==> src/rtl/load_miss_buffer.sv <==
// Load miss buffer: holds loads that wait on an MSHR fill, merges the fill under
// forwarded bytes, then extracts/extends the value and hands it to the CDB.
module load_miss_buffer #(
    parameter int DEPTH       = 8,
    parameter int FILL_PORTS  = 2,
    parameter int MSHR_W      = 3,
    parameter int TAG_W       = 6,
    parameter int BMASK_W     = 4,
    parameter int BLOCK_BYTES = 8
) (
    input  logic                              clock,
    input  logic                              reset,
    input  logic                              alloc_valid,
    output logic                              alloc_ready,
    input  logic [TAG_W-1:0]                  alloc_tag,
    input  logic [MSHR_W-1:0]                 alloc_mshr_idx,
    input  logic [31:0]                       alloc_fwd_data,
    input  logic [3:0]                        alloc_fwd_mask,
    input  logic [$clog2(BLOCK_BYTES)-1:0]    alloc_blk_off,
    input  logic [1:0]                        alloc_size,
    input  logic                              alloc_unsigned,
    input  logic [BMASK_W-1:0]                alloc_bmask,
    input  logic [FILL_PORTS-1:0]             fill_valid,
    input  logic [FILL_PORTS*MSHR_W-1:0]      fill_mshr_idx,
    input  logic [FILL_PORTS*8*BLOCK_BYTES-1:0] fill_data,
    input  logic [BMASK_W-1:0]                b_mm_resolve,
    input  logic                              b_mm_mispred,
    output logic [DEPTH-1:0]                  cdb_req,
    input  logic [DEPTH-1:0]                  cdb_gnt,
    output logic                              result_valid,
    output logic [TAG_W-1:0]                  result_tag,
    output logic [31:0]                       result_data,
    output logic [$clog2(DEPTH+1)-1:0]        occupancy,
    output logic [2*DEPTH-1:0]                dbg_state
);
    localparam int OFF_W = $clog2(BLOCK_BYTES);
    localparam int OCC_W = $clog2(DEPTH+1);
    localparam int IDX_W = $clog2(DEPTH);
    localparam int BLK_W = 8*BLOCK_BYTES;

    typedef enum logic [1:0] {ST_FREE = 2'd0, ST_WAIT = 2'd1, ST_READY = 2'd2} state_t;

    state_t               r_state  [DEPTH];
    logic [TAG_W-1:0]     r_tag    [DEPTH];
    logic [MSHR_W-1:0]    r_mshr   [DEPTH];
    logic [31:0]          r_data   [DEPTH];
    logic [3:0]           r_mask   [DEPTH];
    logic [OFF_W-1:0]     r_off    [DEPTH];
    logic [1:0]           r_size   [DEPTH];
    logic                 r_uns    [DEPTH];
    logic [BMASK_W-1:0]   r_bmask  [DEPTH];
    logic [OCC_W-1:0]     r_occupancy;

    logic [DEPTH-1:0]     w_squash;
    logic [DEPTH-1:0]     w_grant;
    logic [DEPTH-1:0]     w_fill_hit;
    logic [31:0]          w_fill_word   [DEPTH];
    logic [31:0]          w_fill_merged [DEPTH];
    logic [IDX_W-1:0]     w_alloc_idx;
    logic                 w_alloc_we;
    logic                 w_alloc_hit;
    logic [31:0]          w_alloc_word;
    logic [31:0]          w_alloc_data;
    logic                 w_alloc_rdy;
    logic [BMASK_W-1:0]   w_alloc_bmask;
    logic [OCC_W-1:0]     w_n_free;

    function automatic logic [31:0] merge_bytes(input logic [31:0] fwd, input logic [3:0] m,
                                                input logic [31:0] fill);
        logic [31:0] v;
        for (int b = 0; b < 4; b++) v[8*b +: 8] = m[b] ? fwd[8*b +: 8] : fill[8*b +: 8];
        return v;
    endfunction

    function automatic logic [31:0] extract(input logic [31:0] d, input logic [1:0] b,
                                            input logic [1:0] size, input logic uns);
        logic [31:0] s;
        s = d >> {b, 3'b000};
        case (size)
            2'd0:    return {{24{!uns && s[7]}}, s[7:0]};
            2'd1:    return {{16{!uns && s[15]}}, s[15:0]};
            default: return s;
        endcase
    endfunction

    // Scan high to low so the lowest matching port is the one left standing.
    function automatic void find_fill(input logic [MSHR_W-1:0] idx, input logic [OFF_W-1:0] off,
                                      input logic [FILL_PORTS-1:0] fv,
                                      input logic [FILL_PORTS*MSHR_W-1:0] fidx,
                                      input logic [FILL_PORTS*BLK_W-1:0] fdata,
                                      output logic hit, output logic [31:0] word);
        int base;
        hit  = 1'b0;
        word = '0;
        for (int p = FILL_PORTS-1; p >= 0; p--) begin
            if (fv[p] && fidx[p*MSHR_W +: MSHR_W] == idx) begin
                base = p*BLK_W + 32*(int'(off) >> 2);
                hit  = 1'b1;
                word = fdata[base +: 32];
            end
        end
    endfunction

    always_comb begin
        alloc_ready  = 1'b0;
        w_alloc_idx  = '0;
        for (int i = DEPTH-1; i >= 0; i--) begin
            if (r_state[i] == ST_FREE) begin
                alloc_ready = 1'b1;
                w_alloc_idx = IDX_W'(i);
            end
        end
        cdb_req      = '0;
        dbg_state    = '0;
        w_squash     = '0;
        w_grant      = '0;
        w_fill_hit   = '0;
        w_n_free     = '0;
        result_valid = 1'b0;
        result_tag   = '0;
        result_data  = '0;
        for (int i = 0; i < DEPTH; i++) begin
            cdb_req[i]          = (r_state[i] == ST_READY);
            dbg_state[2*i +: 2] = r_state[i];
            w_squash[i] = b_mm_mispred && (r_state[i] != ST_FREE) && (|(r_bmask[i] & b_mm_resolve));
            w_grant[i]  = cdb_gnt[i] && (r_state[i] == ST_READY) && !w_squash[i];
            find_fill(r_mshr[i], r_off[i], fill_valid, fill_mshr_idx, fill_data,
                      w_fill_hit[i], w_fill_word[i]);
            w_fill_merged[i] = merge_bytes(r_data[i], r_mask[i], w_fill_word[i]);
            if (w_squash[i] || w_grant[i]) w_n_free = w_n_free + OCC_W'(1);
            if (w_grant[i]) begin
                result_valid = 1'b1;
                result_tag   = r_tag[i];
                result_data  = extract(r_data[i], r_off[i][1:0], r_size[i], r_uns[i]);
            end
        end
        // A same-cycle fill for the allocating load is merged on the way in.
        find_fill(alloc_mshr_idx, alloc_blk_off, fill_valid, fill_mshr_idx, fill_data,
                  w_alloc_hit, w_alloc_word);
        w_alloc_data  = w_alloc_hit ? merge_bytes(alloc_fwd_data, alloc_fwd_mask, w_alloc_word)
                                    : alloc_fwd_data;
        w_alloc_rdy   = w_alloc_hit || (alloc_fwd_mask == 4'hF);
        w_alloc_bmask = b_mm_mispred ? alloc_bmask : (alloc_bmask & ~b_mm_resolve);
        w_alloc_we    = alloc_valid && alloc_ready &&
                        !(b_mm_mispred && (|(alloc_bmask & b_mm_resolve)));
    end

    assign occupancy = r_occupancy;

    always_ff @(posedge clock or negedge reset) begin
        if (!reset) begin
            r_occupancy <= '0;
            for (int i = 0; i < DEPTH; i++) begin
                r_state[i] <= ST_FREE;
                r_tag[i]   <= '0;
                r_mshr[i]  <= '0;
                r_data[i]  <= '0;
                r_mask[i]  <= '0;
                r_off[i]   <= '0;
                r_size[i]  <= '0;
                r_uns[i]   <= 1'b0;
                r_bmask[i] <= '0;
            end
        end else begin
            r_occupancy <= r_occupancy + OCC_W'(w_alloc_we) - w_n_free;
            for (int i = 0; i < DEPTH; i++) begin
                if (r_state[i] != ST_FREE && !b_mm_mispred) r_bmask[i] <= r_bmask[i] & ~b_mm_resolve;
                if (w_squash[i] || w_grant[i]) begin
                    r_state[i] <= ST_FREE;
                end else if (r_state[i] == ST_WAIT && w_fill_hit[i]) begin
                    r_state[i] <= ST_READY;
                    r_data[i]  <= w_fill_merged[i];
                end else if (r_state[i] == ST_FREE && w_alloc_we && w_alloc_idx == IDX_W'(i)) begin
                    r_state[i] <= w_alloc_rdy ? ST_READY : ST_WAIT;
                    r_tag[i]   <= alloc_tag;
                    r_mshr[i]  <= alloc_mshr_idx;
                    r_data[i]  <= w_alloc_data;
                    r_mask[i]  <= alloc_fwd_mask;
                    r_off[i]   <= alloc_blk_off;
                    r_size[i]  <= alloc_size;
                    r_uns[i]   <= alloc_unsigned;
                    r_bmask[i] <= w_alloc_bmask;
                end
            end
        end
    end
endmodule

==> config.mk <==
export PLATFORM = sky130hd
export DESIGN_NAME = load_miss_buffer
export DESIGN_NICKNAME = d
export VERILOG_FILES = /design/src/rtl/load_miss_buffer.sv
export SDC_FILE = /design/constraint.sdc
export NUM_CORES = 2
export LEC_CHECK = 0
export BUFFER_PORTS_ARGS = -buffer_cell sky130_fd_sc_hd__buf_2
export CORE_UTILIZATION = 50
export CTS_CLUSTER_DIAMETER = 150
export CTS_CLUSTER_SIZE = 24
export DETAILED_ROUTE_END_ITERATION = 16
export PLACE_DENSITY = 0.71
export RECOVER_POWER = 25
export SLEW_MARGIN = 30
export SYNTH_ARGS = -nofsm -noshare
export SYNTH_HDL_FRONTEND = slang
export SYNTH_SLANG_ARGS = --single-unit
==> constraint.sdc <==
create_clock -name clock -period 5.6 [get_ports clock]
set_clock_uncertainty 0.05 [all_clocks]
set_input_delay 0.28 -clock clock [delete_from_list [all_inputs] [get_ports clock]]
set_output_delay 0.28 -clock clock [all_outputs]
set_load 0.05 [all_outputs]
==> metrics.yaml <==
status: "complete, but fails checks"
violations: "max-capacitance violations, max-slew violations"
drc: 0
fin_tns_setup_ns: 0
cp_max_fo: 4
drt_iter0_markers: 6399
powerDensity_nw_per_um2: 545.1
synth_top_area_cell: "dfrtp_1"
clkSlewWorstSetupHoldPaths_ns: 0.13
synthAdderAreaFrac_pct: 0.5377
grtUsageTotal_pct: 41.93
postSynth.asyncResetShare_pct: 100.0
io_pins: 275
wl_mm: 158.2
final_cell_mix: "a21oi_1, nand2_1, dfrtp_1"
vias: 36340
synth-simple-area-share_pct: 13.30
peakVddDrop_mv: 0.6519
p_leak_nw: 16.12
hpwl_mm: 115.2
slew_viol_final: 80
grt_overflow_total: 0
routedWlPerCell_um: 30.51
cts.sinks: 460
die_y_um: 271.5
synth_edf_count: 0
grt_pass1_wl_mm: 227.9
cap_violations: 1
routed_via_density: 7.007
cts_buffer_depth: 3
slew_headroom_pct: -168.9
layout-drive-gt1-share_pct: 21.34
synth_area_leaders: "dfrtp_1, mux4_2, mux2i_1"
yosys_warnings: 0
synthXorXnorAreaFrac_pct: 1.920
synth.distinct_cells: 90
max_freq_mhz: 183.3
ys.flop_type: "dfrtp_1"
placed_area_um2: 38620
startpoint_type: "register"
initial_utilization_pct: 50.70
core_area_um2: 71610
end_kind: "register"
port_buffers: 274
die_w_um: 271.5
ys_seq_elements: 460
area_growth_syn_to_layout_pct: 9.123
fp.dieArea_um2: 73690
layout_commonest_cell: "a21oi_1"
final_hold_viol_count: 0
reg2reg_slack_ns: 0.14
numCtsBuffers: 23
final_area_um2: 39620
drt.antenna.violating_nets: 0
path_class: "register to register"
syn_area_per_cell_um2: 8.833
synth_top_family_by_area: "multiplexers"
synth_compound_area_share_pct: 22.02
cts_tree: "built"
synth_top_area_share_pct: 31.71
grt_pass1_vias: 33180
drt_first_pass_iters: 9
rows: 98
grt_start_max_net_pins: 153
period_minus_slack_ns: 5.455
timing.critical_path.arrival_ns: 5.92
rsz0062_at_grt: "yes"
worstSkewPairLatency_ns: 0.65
syn_area_um2: 36300
setup_viol: 0
required_ns: 6.06
period_share_pct: 97.41
synth_fp_nets: 4332
routabilityCongestion: 1.038
syn_inst: 4110
synthMuxAreaShare_pct: 26.27
cts_root_buf: "clkbuf_16"
finalPower_w: 0.02159
tightest_slew_ns: 4.033
h-tree-depth: 1
final_nets: 4424
seq_area_frac_synth_pct: 31.71
antenna_found_initial: 47
final_util_pct: 55.32
hp-class: "input port to register"
layout make-up:
type	count	area, µm²
timing repair buffer	421	2541
multi-input combinational	3277	23560
clock buffer	28	594.3
inverter	19	71.32
sequential	460	11520
fill	6647	31990
clock inverter	4	71.32
tap	950	1189
antenna	27	67.56
state kept, by name, indices dropped and copies added (netlist names):
name and count:
r_bmask 32, r_mshr 24, r_data 256, r_off 24, r_mask 32, r_tag 48, dbg_state 16, r_size 16
occupancy 4, r_uns 8
report_power, final:
| part | internal [W] | switching, W | total, W |
|---|---|---|---|
| clock | 0.000815 | 0.00122 | 0.00204 |
| sequential | 0.00461 | 0.00167 | 0.00629 |
| combinational | 0.00494 | 0.00833 | 0.0133 |
| total | 0.0104 | 0.0112 | 0.0216 |
path summary, 6_finish.rpt:
| path | from | to | cells after the start |
|---|---|---|---|
| min in group asynchronous | reset | r_data[213]$_DFFE_PN0P_ | 2 |
| setup / recovery | r_bmask[25]$_DFF_PN0_ | occupancy[3]$_DFF_PN0_ | 25 |
| hold / removal | alloc_fwd_mask[0] | r_mask[4]$_DFFE_PN0P_ | 3 |
| setup reg to reg | r_bmask[25]$_DFF_PN0_ | occupancy[3]$_DFF_PN0_ | 25 |
| max in group asynchronous | reset | r_tag[25]$_DFFE_PN0P_ | 4 |
| hold reg to reg | r_mask[0]$_DFFE_PN0P_ | r_mask[0]$_DFFE_PN0P_ | 2 |
synthesized netlist by cell type (all sizes together) (11+ instances only):
cell type / number
a21oi: 566
dfrtp: 460
nand2: 459
nor2: 456
o21ai: 349
mux2i: 333
clkbuf: 226
mux2: 197
mux4: 177
o22ai: 132
buf: 128
nor2b: 84
xnor2: 65
a211oi: 59
o211ai: 39
a22oi: 38
nand2b: 36
a221oi: 29
nand3: 24
a22o: 23
nand4: 21
inv: 19
o221ai: 18
ha: 14
nor3: 14
a21o: 12
a31oi: 11
worst max-delay path: stages (launching register included):
cell	delay, ns
dfrtp_1	0.40
a22o_1	0.24
o21ai_4	0.18
a21o_1	0.16
inv_2	0.06
ha_4	0.26
and4bb_1	0.18
a221oi_2	0.22
nand3_2	0.15
ha_4	0.28
nor2b_1	0.14
a221oi_2	0.23
nand3_1	0.17
o2111ai_2	0.25
mux2i_2	0.13
mux2_4	0.31
ha_4	0.22
xnor2_1	0.12
and3_1	0.19
a211oi_2	0.19
ha_1	0.30
ha_4	0.23
a21o_1	0.17
a21oi_2	0.13
xnor2_1	0.14
xnor3_1	0.22
metrics by stage:
step           hold WS [ns]  instances  setup slack (ns)
2_1_floorplan      -0.06559       4110           0.06595
3_3_place_gp         0.2793       5107           0.04646
3_5_place_dp         0.2854       5108          -0.01943
4_1_cts             0.04460       5155          0.008919
5_1_grt              0.1095       5163          -0.08383
6_report            0.07773       5186            0.1448
cell families after synthesis:
logic type	after synthesis
AOI/OAI and AO/OA	1348
and+or+nand+nor	1134
muxes	707
DFF	460
buffers and inverters	373
xor gates and xnor gates	73
adders and majority gates	15
repair_timing:
item,CTS,global route
hold endpoints to repair,143,0
setup buffers,0,3
hold buffers,15,0
setup endpoints to repair,0,2
gates resized for setup,0,12
routing by layer:
metal	track usage [%]	share of wire (%)	vias up
met2	59.10	41	2918
met4	25.74	8.0	46
met1	55.43	37	17400
met3	14.05	15	626
met5	0	0.19	-
li1	-	-	15350
(Power assumes the default switching activity.)
